===== config.mk =====
export PLATFORM = sky130hd
export DESIGN_NAME = bus_arb
export DESIGN_NICKNAME = d
export VERILOG_FILES = /design/src/rtl/bus_arb.sv
export SDC_FILE = /design/constraint.sdc
export NUM_CORES = 1
export LEC_CHECK = 0
export BUFFER_PORTS_ARGS = -buffer_cell sky130_fd_sc_hd__buf_4
export CAP_MARGIN = 20
export CORE_MARGIN = 1
export CORE_UTILIZATION = 45
export DETAILED_ROUTE_END_ITERATION = 7
export PLACE_DENSITY_LB_ADDON = 0.3
export SLEW_MARGIN = 30
export SYNTH_ARGS = -nofsm -noshare
export SYNTH_HDL_FRONTEND = slang
export SYNTH_SLANG_ARGS = --single-unit

===== constraint.sdc =====
create_clock -name clk -period 1.35 [get_ports clk]
set_input_delay 0.135 -clock clk [delete_from_list [all_inputs] [get_ports clk]]
set_output_delay 0.135 -clock clk [all_outputs]
set_load 0.02 [all_outputs]

===== src/rtl/bus_arb.sv =====
// bus_arb: fixed-priority six-master bus arbiter with turnaround cycles.
// Define BUS_ARB_PREEMPT_EN to compile in the hold counter and preempt request.
module bus_arb #(
  parameter int HOLD_MAX = 64,
  parameter int TURN_CYC = 1
) (
  input  logic       clk,
  input  logic       reset,
  input  logic [5:0] req,
  output logic [5:0] gnt,
  output logic [2:0] owner,
  output logic       bus_idle,
  output logic       preempt
);

  if (HOLD_MAX < 1 || HOLD_MAX > 255) begin : g_bad_hold
    $error("bus_arb: HOLD_MAX must be 1..255");
  end
  if (TURN_CYC < 0 || TURN_CYC > 3) begin : g_bad_turn
    $error("bus_arb: TURN_CYC must be 0..3");
  end

  localparam logic [1:0] TURN_LOAD =
    (TURN_CYC > 0) ? 2'(TURN_CYC - 1) : 2'd0;
  localparam logic [2:0] NO_OWNER = 3'd7;

  typedef enum logic [1:0] {
    IDLE  = 2'd0,
    GRANT = 2'd1,
    TURN  = 2'd2
  } state_e;

  state_e     state_q, state_d;
  logic [5:0] gnt_q, gnt_d;
  logic [2:0] owner_q, owner_d;
  logic       bus_idle_q, bus_idle_d;
  logic [1:0] turn_q, turn_d;
  logic [2:0] arb;
  logic [5:0] cand;

`ifdef BUS_ARB_PREEMPT_EN
  logic [7:0] hold_q, hold_d;
  logic       preempt_q, preempt_d;
  logic       hi_req;
`endif

  function automatic logic [2:0] pick(input logic [5:0] r);
    logic [2:0] idx;
    priority case (1'b1)
      r[5]:    idx = 3'd5;
      r[4]:    idx = 3'd4;
      r[3]:    idx = 3'd3;
      r[2]:    idx = 3'd2;
      r[1]:    idx = 3'd1;
      r[0]:    idx = 3'd0;
      default: idx = NO_OWNER;
    endcase
    return idx;
  endfunction

  function automatic logic [5:0] onehot(input logic [2:0] idx);
    return (idx < 3'd6) ? (6'd1 << idx) : 6'd0;
  endfunction

  // Released owner's bit is masked so it cannot win the release cycle.
  always_comb begin
    cand = req & ~gnt_q;
    arb  = pick(cand);
  end

`ifdef BUS_ARB_PREEMPT_EN
  // Any request strictly above the current owner.
  always_comb begin
    hi_req = 1'b0;
    for (int i = 0; i < 6; i++) begin
      if (i > int'(owner_q)) hi_req = hi_req | req[i];
    end
  end
`endif

  // Next-state and registered-output computation.
  always_comb begin
    state_d    = state_q;
    gnt_d      = gnt_q;
    owner_d    = owner_q;
    bus_idle_d = bus_idle_q;
    turn_d     = turn_q;
`ifdef BUS_ARB_PREEMPT_EN
    hold_d     = hold_q;
    preempt_d  = preempt_q;
`endif
    unique case (state_q)
      IDLE: begin
        if (|req) begin
          state_d    = GRANT;
          gnt_d      = onehot(arb);
          owner_d    = arb;
          bus_idle_d = 1'b0;
`ifdef BUS_ARB_PREEMPT_EN
          hold_d     = 8'd0;
`endif
        end
      end
      GRANT: begin
        if (|(req & gnt_q)) begin
`ifdef BUS_ARB_PREEMPT_EN
          if (hold_q != 8'hff) hold_d = hold_q + 8'd1;
          if (hold_q >= 8'(HOLD_MAX) && hi_req &&
              owner_q != 3'd5)
            preempt_d = 1'b1;
`endif
        end else begin
          gnt_d   = 6'd0;
          owner_d = NO_OWNER;
`ifdef BUS_ARB_PREEMPT_EN
          preempt_d = 1'b0;
`endif
          if (TURN_CYC > 0) begin
            state_d = TURN;
            turn_d  = TURN_LOAD;
          end else if (|cand) begin
            gnt_d   = onehot(arb);
            owner_d = arb;
`ifdef BUS_ARB_PREEMPT_EN
            hold_d  = 8'd0;
`endif
          end else begin
            state_d    = IDLE;
            bus_idle_d = 1'b1;
          end
        end
      end
      TURN: begin
        if (turn_q != 2'd0) begin
          turn_d = turn_q - 2'd1;
        end else if (|req) begin
          state_d = GRANT;
          gnt_d   = onehot(arb);
          owner_d = arb;
`ifdef BUS_ARB_PREEMPT_EN
          hold_d  = 8'd0;
`endif
        end else begin
          state_d    = IDLE;
          bus_idle_d = 1'b1;
        end
      end
      default: begin
        state_d    = IDLE;
        gnt_d      = 6'd0;
        owner_d    = NO_OWNER;
        bus_idle_d = 1'b1;
      end
    endcase
  end

  // State and output registers with synchronous reset.
  always_ff @(posedge clk) begin
    if (reset) begin
      state_q    <= IDLE;
      gnt_q      <= 6'd0;
      owner_q    <= NO_OWNER;
      bus_idle_q <= 1'b1;
      turn_q     <= 2'd0;
`ifdef BUS_ARB_PREEMPT_EN
      hold_q     <= 8'd0;
      preempt_q  <= 1'b0;
`endif
    end else begin
      state_q    <= state_d;
      gnt_q      <= gnt_d;
      owner_q    <= owner_d;
      bus_idle_q <= bus_idle_d;
      turn_q     <= turn_d;
`ifdef BUS_ARB_PREEMPT_EN
      hold_q     <= hold_d;
      preempt_q  <= preempt_d;
`endif
    end
  end

  assign gnt      = gnt_q;
  assign owner    = owner_q;
  assign bus_idle = bus_idle_q;
`ifdef BUS_ARB_PREEMPT_EN
  assign preempt  = preempt_q;
`else
  assign preempt  = 1'b0;
`endif

endmodule


After elaboration in Yosys (flattened, before gate mapping)
Cells that the tools add are included.

Flip-flop bits (word level): 14. Bits in latches: 0. Memory bits (writable): 0. ROM bits: 0. Word-level logic and storage cells: 55. Memories: 0.

Add/subtract/negate cells: 1. $mul: 0. Div/mod/pow operators: 0. Magnitude comparators: 1. Equality and inequality tests: 7. Shifts and indexed selects: 1. Multiplexer cells: 27. Bitwise logic cells: 4. Reductions and logical operators: 9.

Operator list (number): 3-bit 2-to-1 mux (9); 6-bit 2-to-1 mux (4); 6-bit case mux with 3 select lines (1); 6-bit AND (2); 6-bit OR reduction (2); 2-bit 2-to-1 mux (5); 2-bit inequality test (second input constant) (5); 3-bit case mux with 3 select lines (1); 6-bit NOT (1); 2-bit case mux with 3 select lines (1); 3-bit AND reduction (2); 1-bit by 3-bit << shifter with 6-bit output (first input constant) (1); 1-bit 2-to-1 mux (4); 2-bit case mux with 2 select lines (1); 4-bit AND reduction (1); 2-bit nonzero test (2); 3-bit less-than comparator (second input constant) (1); 1-bit case mux with 3 select lines (1); 2-bit by 1-bit == test with 1-bit output (second input constant) (1); 2-bit == test (second input constant) (1); 2-bit zero test (1); 2-bit AND reduction (1); 2-bit by 1-bit subtractor with 2-bit output (second input constant) (1); 1-bit NOT (1).

Depth between registers and ports, before layout
Word-level depth: 13. Mapped depth: 7. Gate-level depth less buffers: 6.

Least setup slack after synthesis
No wires, ideal clock.

Kind: register to register. From: register gnt_q[3] (netlist: gnt[3]). To: register gnt_q[4] (netlist: gnt[4]). Setup time: 0.117 ns. Arrival: 1.336 ns. Data required time: 1.233 ns. Slack: -0.103 ns. Stages on the path, launching flop included: 6. Buffers on the path: 1. Cells stage by stage: dfxtp_1 > a22oi_1 > a311oi_2 > a21o_1 > buf_6 > a32o_2.

Cells in the longest elaborated chain, start to end: 10. Elaborated cells on any way between the ends: 15. Classes of those cells: order compare (1); eq/ne (1); shift (1); mux (7); bitwise (3); reduce/logical (2).

RTL lines: start: declaration (line 34) `logic [5:0] gnt_q, gnt_d;`; start signal: assignment (line 171) `gnt_q <= gnt_d;`; 6-bit NOT (line 67) `cand = req & ~gnt_q;`; 6-bit AND (line 67); 3-bit 2-to-1 mux (3 in a row) (line 49) `priority case (1'b1)`; 3-bit less-than comparator / 1-bit by 3-bit << shifter with 6-bit output (equally long branches) (line 62) `return (idx < 3'd6) ? (6'd1 << idx) : 6'd0;`; 6-bit 2-to-1 mux (line 62); 6-bit 2-to-1 mux (line 94, 136); 6-bit 2-to-1 mux (line 134) `if (turn_q != 2'd0) begin`; 6-bit case mux with 3 select lines (line 92) `unique case (state_q)`.

Parallel ways exist; a longest one is shown, timed or not. The select of a mux whose other input is x is not followed. A chain may end at the register's enable or synchronous reset.

Worst setup path after layout
From: register turn_q[1]. To: register gnt_q[4] (netlist: gnt[4]).

Cells in the longest elaborated chain, start to end: 3.

RTL lines: start: declaration (line 37) `logic [1:0] turn_q, turn_d;`; start signal: assignment (line 174) `turn_q <= turn_d;`; 2-bit nonzero test (line 134); 2-bit inequality test (no source line); 2-bit AND reduction (no source line).

Every way passes these cells.

==> metrics.txt <==
GRT overflow 0; CTS tree done; CTS Buffer Depth 2; Total Routed Length 2440 µm; Leak Pwr 0.517 nW; min Tclk post-route 1.42 ns; critical path class reg -> reg; Core Box Area 0.00173 mm²; initial antenna violation count 0; Async SR Flop Fraction 0%; post-synth cell types 41; post-route ant nets 0; failing checks setup timing; cell taking the most area after synthesis dfxtp_1; Synth Area in Compound Gates 27.0%; Max Cap Violations 0; chip height 44.9 µm; DRC errors left 0; most frequent cell after synthesis dfxtp_1; vias per cell 5.68; met1 usage 32.5%; Synth Flop Type dfxtp_1; area of the multi-input gates 572 µm²; XOR/XNOR Fraction of Synth Area 0%; Fin. Hold Viols 0; worst setup margin -0.0706 ns; IO Count 19; final worst-path cycle share 105%; clock tree sinks 14; gpl congestion 0.876; fraction of layout cells with a size suffix above 1 47.8%; Clock transition at path regs 0.09 ns; routing usage on met2 42.3%; top cells by count, synth dfxtp_1, nor2_1, nand2b_1, nor2b_1, inv_1; Worst VDD drop 0.616 mV; met3 usage 3.60%; Synth Area per Inst 8.55 µm²; Synth top area share 33.8%; EDFF count, synth 0; routed vias 914; flops & latches, synth 14; Post-Syn Nets 106; Ys Warns 0; non-filler instance count after layout 161; relative slew slack 65.1%; register area 285 µm²; Die Width 44.9 µm; worst slack, placed -0.234 ns; Cell Area, Synth 830 µm²; vias in the first global route 823; largest cells by area after synthesis dfxtp_1, nand2b_1, nor2b_1, nor2_1, mux2i_1; Final setup viols 5; CTS root buffer clkbuf_4; Nets 147; largest family of logic cells by synthesized area simple AND/OR/NAND/NOR gates; RSZ-0062 raised after global routing yes; global router's overall resource usage 25.4%; die area 0.00202 mm²; placed insts 157; sequential area share after synthesis 33.8%; Slew Limit Fails 0; Critical Path RT 1.52 ns; Synth Area in Simple Gates 28.2%; crit path DAT 1.60 ns; Critical Path End Type register; status complete, but fails checks; achievable frequency 704 MHz; cells after synthesis 97; clk_lat worst skew 0.28 ns; DP Wirelength 1800 µm; Pre-Repair DR Iteration Count 4; drt first-iter violations 38; num rows 15; first-pass GRT wire length 3660 µm; Adder-Cell Fraction of Synth Area 1.51%; Starting Density 48.0%; pwr dens 769 mW/mm²; CP startpoint kind register; area delta synth->final 49.8%; Filler Cells Inserted 132; H-tree levels 1; CTS Buf Count 3; largest net degree at the start of global routing 15; port bufs 17; Worst-Margin Slew 0.519 ns; Clock Skew 0.000963 ns; post-synthesis mux area share 3.62%; Hold WC Path Type in -> reg; GR peak layer met2; # diodes 0; DR WL/cell 15.2 µm; CP max FO 8
==> routing by layer <==
metal | vias up | wire, µm
li1 | 441 | -
met1 | 421 | 1030
met2 | 48 | 1210
met3 | 4 | 183
met4 | 0 | 22
met5 | - | 0
==> metrics by stage <==
| stage | hold WS [ns] | cell area (µm²) | power (W) | setup TNS (ns) | utilization [%] |
|---|---|---|---|---|---|
| finish | 0.134 | 1240 | 0.000956 | -0.156 | 72.0 |
| global route | 0.142 | 1240 | 0.000986 | -0.640 | 72.0 |
| CTS | 0.117 | 1220 | 0.000946 | -0.110 | 70.4 |
| detailed placement | 0.416 | 1170 | 0.000706 | -2.14 | 67.6 |
| global placement | 0.416 | 1170 | 0.000700 | -1.87 | 67.6 |
| floorplan | 0.296 | 857 | 0.000590 | -0.128 | - |
==> power breakdown <==
| group | switching, W | leakage [nW] | total (W) | internal, W |
|---|---|---|---|---|
| combinational | 0.000141 | 0.387 | 0.000261 | 0.000120 |
| clock | 0.000138 | 0.0138 | 0.000242 | 0.000103 |
| sequential | 0.0000195 | 0.117 | 0.000453 | 0.000434 |
| total | 0.000299 | 0.517 | 0.000956 | 0.000657 |
==> worst paths after layout <==
path | start | to | slack, ns | cells past startpoint
hold / removal | reset | gnt[3] | 0.13 | 2
setup / recovery | turn_q[1] | gnt[4] | -0.07 | 7
setup reg to reg | turn_q[1] | gnt[4] | -0.07 | 7
hold reg to reg | owner[0] | owner[0] | 0.53 | 2
==> area by class of cell <==
cell class | count | share of cell area (%)
clock buffer | 3 | 1.81
inverter | 5 | 1.51
multi-input combinational | 74 | 46.0
sequential | 14 | 23.0
tap | 25 | 2.52
timing repair buffer | 40 | 25.2
==> cells by family after synthesis <==
family | after synthesis
flops | 14
simple gates | 42
compound gates | 27
buf+inv | 9
fa+ha+maj | 1
mux | 3
other cells | 1
==> critical path, cell delays in order (launching register included) <==
cell	delay (ns)
dfxtp_2	0.34
inv_2	0.06
ha_4	0.13
nand2b_4	0.14
o31ai_4	0.08
a21o_1	0.19
buf_12	0.14
a32o_2	0.23
==> sequential cells by signal, indices dropped and copies added (netlist names) <==
| signal | cells |
|---|---|
| owner | 3 |
| bus_idle | 1 |
| state_q | 2 |
| turn_q | 2 |
| gnt | 6 |
==> layout by cell type, fill, tap and decap left out, types with 2 or more instances in the layout <==
cell and n:
inv_2 3, inv_1 2, a211oi_1 2, dfxtp_1 10
nand2b_1 5, a21oi_1 2, nor2_1 10, o21ai_1 2
nand4_1 2, buf_4 39, nor2b_1 7, o2bb2ai_1 2
dfxtp_2 4, nand2b_4 2, nand4b_1 2, clkbuf_4 3
nand3_1 3, a22oi_2 3, nand2_1 2, nor3_1 3
mux2i_1 3
==> repair_timing <==
item                       4_1_cts  5_1_grt
setup endpoints to repair        9       10
buffers inserted                 1        0
hold buffers                     0        0
gates resized for setup          7        7
pin swaps                        5        3
Power figures use the tool's default switching activity.
